$ cat config.mk
export PLATFORM = sky130hd
export DESIGN_NAME = tx_serial_arbitro
export DESIGN_NICKNAME = d
export VERILOG_FILES = /design/src/rtl/tx_serial_arbitro_pkg.sv /design/src/rtl/contador_m.sv /design/src/rtl/tx_serial_arbitro.sv
export SDC_FILE = /design/constraint.sdc
export NUM_CORES = 1
export LEC_CHECK = 0
export ABC_AREA = 1
export BUFFER_PORTS_ARGS = -buffer_cell sky130_fd_sc_hd__buf_2
export CORE_MARGIN = 5
export CORE_UTILIZATION = 50
export DETAILED_ROUTE_END_ITERATION = 12
export PLACE_DENSITY = 0.75
export SLEW_MARGIN = 20
export SYNTH_ARGS = -nofsm -noshare
export SYNTH_HDL_FRONTEND = slang
export SYNTH_SLANG_ARGS = --single-unit
$ cat constraint.sdc
create_clock -name clock -period 1.3 [get_ports clock]
set_input_delay 0.065 -clock clock [delete_from_list [all_inputs] [get_ports clock]]
set_output_delay 0.065 -clock clock [all_outputs]
set_load 0.03 [all_outputs]
$ cat src/rtl/tx_serial_arbitro_pkg.sv
// Purpose: shared state encoding and sizes for the serial-transmit arbiter.
// Latency: n/a (definitions only).
// Backpressure: n/a (definitions only).
package tx_serial_arbitro_pkg;

  // State codes are visible on db_estado, so the numeric values are fixed.
  typedef enum logic [3:0] {
    S_INICIAL   = 4'd0,
    S_ESPERA    = 4'd1,
    S_CARREGA   = 4'd2,
    S_PARTIDA   = 4'd3,
    S_TRANSMITE = 4'd4,
    S_INTERVALO = 4'd5
  } estado_t;

  localparam int DADO_W  = 7;  // ASCII character width
  localparam int CONT_W  = 9;  // guard counter width, enough for 511 cycles

endpackage

$ cat src/rtl/contador_m.sv
// Purpose: modulo-M up counter with synchronous clear; fim flags the last count.
// Latency: fim is combinational from the registered count.
// Backpressure: none; counts only while conta is high.
//   clock  : rising-edge clock
//   zera_s : synchronous clear (wins over conta)
//   conta  : count enable
//   fim    : high while the count equals M-1
module contador_m #(
  parameter int M = 434,
  parameter int N = 9
) (
  input  logic clock,
  input  logic zera_s,
  input  logic conta,
  output logic fim
);

  localparam logic [N-1:0] ULTIMO = N'(M - 1);

  logic [N-1:0] q;

  always_ff @(posedge clock) begin
    if (zera_s) begin
      q <= '0;
    end else if (conta) begin
      q <= (q == ULTIMO) ? '0 : q + 1'b1;
    end
  end

  assign fim = (q == ULTIMO);

endmodule

$ cat src/rtl/tx_serial_arbitro.sv
// Purpose: two-requester round-robin arbiter feeding one serial transmitter.
// Latency: req seen in ESPERA at edge k -> ack at k+1, tx_partida at k+2.
// Backpressure: requesters hold req until ack; a new grant waits for
//   tx_pronto plus INTERVALO guard cycles.
//   req0/dado0, req1/dado1 : requests and their characters
//   ack0/ack1              : one-cycle "character latched" pulses
//   tx_partida/tx_dados    : start pulse and character to the transmitter
//   tx_pronto              : transmitter finished the character
//   ocupado, db_vez, db_estado : busy flag, priority pointer, state code
module tx_serial_arbitro
  import tx_serial_arbitro_pkg::*;
#(
  parameter int INTERVALO = 434
) (
  input  logic              clock,
  input  logic              reset,
  input  logic              req0,
  input  logic [DADO_W-1:0] dado0,
  input  logic              req1,
  input  logic [DADO_W-1:0] dado1,
  output logic              ack0,
  output logic              ack1,
  output logic              tx_partida,
  output logic [DADO_W-1:0] tx_dados,
  input  logic              tx_pronto,
  output logic              ocupado,
  output logic              db_vez,
  output logic [3:0]        db_estado
);

  estado_t estado;
  logic    escolha;   // requester that wins if a grant happens this cycle
  logic    fim;
  logic    zera_s;
  logic    conta;

  // A lone request wins outright; a tie goes to the requester db_vez names.
  assign escolha = (req0 && req1) ? db_vez : req1;

  // Counter starts from zero on every entry to the guard state; reset clears
  // it at the same edge as the FSM.
  assign zera_s = reset || (estado != S_INTERVALO);
  assign conta  = (estado == S_INTERVALO);

  contador_m #(
    .M (INTERVALO),
    .N (CONT_W)
  ) u_guarda (
    .clock  (clock),
    .zera_s (zera_s),
    .conta  (conta),
    .fim    (fim)
  );

  // Outputs are registered and set on the transition into the state that
  // owns them, so each is a clean function of the current state.
  always_ff @(posedge clock) begin
    if (reset) begin
      estado     <= S_INICIAL;
      ack0       <= 1'b0;
      ack1       <= 1'b0;
      tx_partida <= 1'b0;
      tx_dados   <= '0;
      ocupado    <= 1'b0;
      db_vez     <= 1'b0;
    end else begin
      ack0       <= 1'b0;
      ack1       <= 1'b0;
      tx_partida <= 1'b0;
      case (estado)
        S_INICIAL: begin
          estado  <= S_ESPERA;
          ocupado <= 1'b0;
        end
        S_ESPERA: begin
          if (req0 || req1) begin
            estado   <= S_CARREGA;
            ocupado  <= 1'b1;
            tx_dados <= escolha ? dado1 : dado0;
            db_vez   <= ~escolha;
            ack0     <= ~escolha;
            ack1     <= escolha;
          end else begin
            ocupado <= 1'b0;
          end
        end
        S_CARREGA: begin
          estado     <= S_PARTIDA;
          tx_partida <= 1'b1;
        end
        S_PARTIDA: begin
          estado <= S_TRANSMITE;
        end
        S_TRANSMITE: begin
          if (tx_pronto) begin
            estado <= S_INTERVALO;
          end
        end
        S_INTERVALO: begin
          if (fim) begin
            estado  <= S_ESPERA;
            ocupado <= 1'b0;
          end
        end
        default: begin
          estado  <= S_INICIAL;
          ocupado <= 1'b0;
        end
      endcase
    end
  end

  assign db_estado = estado;

endmodule
# After elaboration in Yosys (flattened, before gate mapping)
# Cells that the tools add are included.
# W data, S select, Z words.
totals:
  reg_bits: 25
  input_bits: 19
  out_inout_bits: 16
classes:
  n_addsub: 1
  eq_ne: 10
  n_mux: 11
  n_bitwise: 4
  reduce_logical: 9
ops:
  columns: ["op", "count"]
  rows:
  - ["$pmux W4 S6", 1]
  - ["$mux W4", 3]
  - ["$add A9 B1 Y9 const B", 1]
  - ["$eq A9 B9 Y1 const B", 1]
  - ["$mux W9", 1]
  - ["$eq A4 B2 Y1 const B", 2]
  - ["$eq A4 B3 Y1 const B", 2]
  - ["$mux W7", 1]
  - ["$ne A2 B2 Y1 const B", 3]
  - ["$reduce_or A3 Y1", 2]
  - ["$eq A4 B1 Y1 const B", 1]
  - ["$logic_not A4 Y1", 1]
  - ["$mux W1", 4]
  - ["$ne A4 B3 Y1 const B", 1]
  - ["$not A1 Y1", 4]
  - ["$reduce_and A2 Y1", 2]
  - ["$pmux W1 S3", 1]
  - ["$reduce_and A3 Y1", 1]
  - ["$logic_or A1 B1 Y1", 2]
  - ["$logic_and A1 B1 Y1", 1]

# Logic depth before layout (Yosys ltp)
logic_depth:
  ltp_word: 4
  ltp_mapped: 10
  ltp_nobuf: 10

# Hierarchy
# From an unflattened synthesis, not the netlist that was laid out.
hier_totals:
  hier_cells: 181
  area_unflattened_um2: 1276.2
by_module_without_submodules:
  columns: ["mod", "n_inst", "cells_each", "area_per_inst_um2"]
  rows:
  - ["tx_serial_arbitro", 1, 110, 767.0]
  - ["contador_m", 1, 71, 509.2]

# Least setup slack after synthesis
# No wires, ideal clock.
synth_path:
  path_kind: "reg-to-reg"
  from: "register estado[2], in the netlist db_estado[2]"
  to: "register ocupado"
  arrival_ps: 1228
  required_ps: 1187
  path_slack_ps: -41
  path_stages_with_launch: 8
  path_buffers: 0
  period_less_slack_ps: 1341
  cell_sequence: "dfxtp_1 > inv_2 > nor3_4 > nand2_2 > nand2_1 > nand2_1 > nand2_1 > nor2_1"
synth_between:
  elab_chain_cells: 4
  elab_cells_between_ends: 10
  cone_classes: "eq/ne: 6; mux: 1; bitwise: 1; reduce/logical: 2"
synth_lines:
  columns: ["item", "line_no", "source"]
  rows:
  - ["start, declared", "tx_serial_arbitro.sv:31", "estado_t estado;"]
  - ["start signal, assigned", "tx_serial_arbitro.sv:59", "estado <= S_INICIAL;"]
  - ["start signal, assigned", "tx_serial_arbitro.sv:72", "estado <= S_ESPERA;"]
  - ["start signal, assigned", "tx_serial_arbitro.sv:77", "estado <= S_CARREGA;"]
  - ["branches (longest 4 deep; another with $eq A4 B3 Y1)", null, null]
  - ["end signal, assigned", "tx_serial_arbitro.sv:73", "ocupado <= 1'b0;"]
  - ["end signal, assigned", "tx_serial_arbitro.sv:78", "ocupado <= 1'b1;"]
  - ["end signal, assigned", "tx_serial_arbitro.sv:84", "ocupado <= 1'b0;"]
  - ["end, declared", "tx_serial_arbitro.sv:26", "output logic ocupado,"]
# Parallel ways; which one is timed is not known.
# A chain may end at the register's enable or synchronous reset.

# Final worst setup path
layout_path:
  from: "register u_guarda.q[1]"
  to: "register u_guarda.q[3]"
layout_between:
  elab_chain_cells: 2
  elab_cells_between_ends: 3
  cone_classes: "add/sub: 1; eq/ne: 1; mux: 1"
layout_lines:
  columns: ["item", "line_no", "source"]
  rows:
  - ["start, declared", "contador_m.sv:20", "logic [N-1:0] q;"]
  - ["start signal, assigned", "contador_m.sv:26", "q <= (q == ULTIMO) ? '0 : q + 1'b1;"]
  - ["$add A9 B1 Y9 / $eq A9 B9 Y1 (equally long branches)", "contador_m.sv:26", null]
  - ["$mux W9 (*)", "contador_m.sv:26", null]
# Mark *: on every way between the ends. The rest lies on a longest branch, timed or not.

==> summary.txt <==
Timing
  – Final hold viol count: 0
  – Setup Skew: 0.008553 ns
  – Slack of the critical path: roughly 0.075 ns
  – Final setup fails: 0
  – Max-slew violations: 0
  – F_max: 816.2 MHz
  – Fin crit period: ~1.2 ns
  – Ratio of final minimum period to clock period: 0.9425

Layout
  – Layout cells sized above 1: 0.3384
  – Most frequent cells in the layout: 55 x nand2_1, 33 x buf_2, 19 x dfxtp_1
  – Area growth from synthesis to layout: 24.06%
  – Fillcell total: 207
  – Most common cell after layout, fill and taps aside: nand2_1
  – Fin nets: 220
  – Antenna fix cells: 0
  – Final core utilization: 0.6505

Clock network
  – CTS tree: yes
  – CTS Root Cell: clkbuf_4
  – Clock buffer count from CTS: 3
  – H-Tree Depth: 1
  – Clock Sinks: 24
  – Clk_lat worst skew: around 0.32 ns
  – Clock-pin slew of the registers on the worst-case setup and hold paths: 0.14 ns
  – CTS Buffer Depth: 2

Global route
  – Largest net degree at the start of global routing: 14
  – Vias in the first global route: 995
  – First-pass GRT wire length: 4.071 mm
  – Initial antenna violation count: 0
  – Overall Global Routing Usage: 0.1516
  – Total gr overflow: 0

Worst hold path
  – Hold path cells: 5
  – Tightest Hold Check Type: in2reg

Synthesis
  – Leading post-synthesis cells by cell area: dfxtp_1 41%, nand2_1 18%, nor2_1 6.1%
  – Synth area leader: dfxtp_1
  – Mapped Area: 1160 µm²
  – Synthesis Warnings: 0
  – Synth top area share: 0.4142
  – Syn_nets: 180
  – Avg Inst Size Synth: ~7.3 µm²
  – Sequential fraction of the synthesis area: 0.4142
  – Yosys reg bits: 24
  – Post-synth cell types: 29
  – Syn Inst Count: 159

Worst setup path
  – Path depth of the worst reg2reg path: 8
  – Worst Setup SP: u_guarda.q[1]
  – Crit-path cells: inv_1, ha_1, nand2_1, nor2_2, nand2_2, nand3_4, buf_12, nor3b_2
  – Critical Path End: u_guarda.q[3]
  – Top Family by Delay on Critical Path: simple AND/OR/NAND/NOR gates
  – Reg2reg setup slack: 0.07 ns
  – Critical Path Max Stage Delay: ~0.36 ns
  – CP Data Arrival Time: 1.48 ns
  – Crit-path slowest cell: dfxtp_2
  – Critical Path Fanout Max: 5
  – Crit path depth: 8
  – Critical Path RT: 1.55 ns
  – CP Launch Type: flop
  – CP Buf/Inv Count: 2
  – Worst Setup End Kind: flop
  – Critical path class: reg2reg
  – Reg2reg end: u_guarda.q[3]
  – R2r startpoint: u_guarda.q[1]

Die
  – Die H: between 50 and 60 µm
  – Die Wd: between 50 and 60 µm
  – Core Box Area: 2212 µm²
  – Die footprint: 3383 µm²
  – Initial Util: 0.5243
  – Row count: 17
  – # IOs: 35

Routing
  – Antenna Nets Post-Route: 0
  – TritonRoute pass-1 iters: 4
  – Vias per std cell: 4.717
  – Via Count: 1066
  – DR WL/cell: 10.56 µm
  – Number of DRC markers in iteration 0: 25
  – DRC Markers: 0
  – Final wirelength: 2.386 mm

Place
  – Port-buffer cells: 33
  – Dpl ws: 0.05390 ns
  – Routability cong.: 0.7413
  – Dpl hpwl: 1.834 mm

Pwr
  – Power per cell area: 1553 nW/µm²
  – Sequential Power Share: 0.422
  – Leakage: between 0.6 and 0.7 nW
  – Clock power share: 0.177
  – Combinational fraction of design power: 0.401
  – Internal: 1.316 mW
  – Worst VDD drop: 0.9425 mV
  – Net Sw Power: 918.8 µW
  – Sw frac: 0.4112

Job
  – Maxcap violations: 0

Status
  – Status: completed
-- state kept, by name, indices dropped and copies added (netlist names) --
signal,cells
tx_dados,7
ack0,1
ocupado,1
ack1,1
tx_partida,1
u_guarda.q,9
db_estado,3
db_vez,1
-- cell type report --
| class | count | area [µm²] | area share |
|---|---|---|---|
| multi-input combinational | 114 | 599.3 | 0.4165 |
| sequential | 24 | 486.7 | 0.3383 |
| timing repair buffer | 37 | 207.7 | 0.1443 |
| inverter | 19 | 73.82 | 0.05130 |
| clock buffer | 4 | 36.28 | 0.02522 |
| tap | 28 | 35.03 | 0.02435 |
-- logic make-up (layout without fill, tap and decap cells) --
family,after synthesis,after routing,share of synthesized area
fa+ha+maj,2,2,0.02157
other cells,1,1,0.003233
flops,24,24,0.4142
simple gates,91,91,0.3571
compound gates,15,15,0.09278
buf+inv,21,60,0.07336
xor+xnor,5,5,0.03775
-- synth_stat cells, drive strengths merged --
master,count
a21oi,9
a31oi,1
buf,1
clkbuf,1
clkinv,2
conb,1
dfxtp,24
ha,2
inv,17
nand2,57
nand3,8
nor2,20
nor3,3
nor3b,2
nor4,1
o211ai,1
o21ai,2
o21bai,1
o22ai,1
xnor2,1
xor2,4
-- worst min path at each step --
stage,start,endpoint,slack (ns)
6_report,dado1[3],tx_dados[3],0.07
4_1_cts,dado1[3],tx_dados[3],0.06
3_5_place_dp,dado0[2],tx_dados[2],0.41
2_1_floorplan,reset,ocupado,0.24
3_3_place_gp,reset,tx_dados[0],0.40
5_1_grt,dado0[2],tx_dados[2],0.07
-- worst register-to-register path, cell delays in order, from the launching register on --
cell     delay (ns)
dfxtp_2        0.36
inv_1          0.04
ha_1           0.18
nand2_1        0.08
nor2_2         0.04
nand2_2        0.08
nand3_4        0.11
buf_12         0.15
nor3b_2        0.13
-- metrics by stage --
step	cell area [µm²]	TNS, ns	cells	hold WS [ns]	power [mW]
final	1439	0	226	0.06565	2.234
after global routing	1439	-0.01258	226	0.06541	2.392
after CTS	1388	0	222	0.06075	2.220
after detailed placement	1351	0	218	0.4138	1.818
after global placement	1351	0	218	0.4007	1.800
after floorplan	1162	0	159	0.2382	1.595
-- metal layers --
| metal | GRT usage | routed length, µm | vias to the layer above |
|---|---|---|---|
| li1 | - | - | 572 |
| met3 | 0.03341 | 165 | 5 |
| met4 | 0.06291 | 40 | 0 |
| met1 | 0.2005 | 1108 | 458 |
| met2 | 0.2371 | 1072 | 31 |
| met5 | 0 | 0 | - |
-- power by group through the flow --
stage               sequential, mW  combinational [mW]  clock, mW
finish                       0.943               0.896      0.396
detailed placement           0.960               0.858          0
global placement             0.955               0.845          0
global route                 0.960               0.993      0.439
CTS                          0.943               0.862      0.415
floorplan                     1.16               0.436          0
-- timing repair --
| action | 4_1_cts | 5_1_grt |
|---|---|---|
| setup endpoints to repair | 0 | 8 |
| buffers inserted | 0 | 4 |
| hold buffers | 0 | 0 |
| resized for setup | 0 | 5 |
Power figures use the tool's default switching activity.
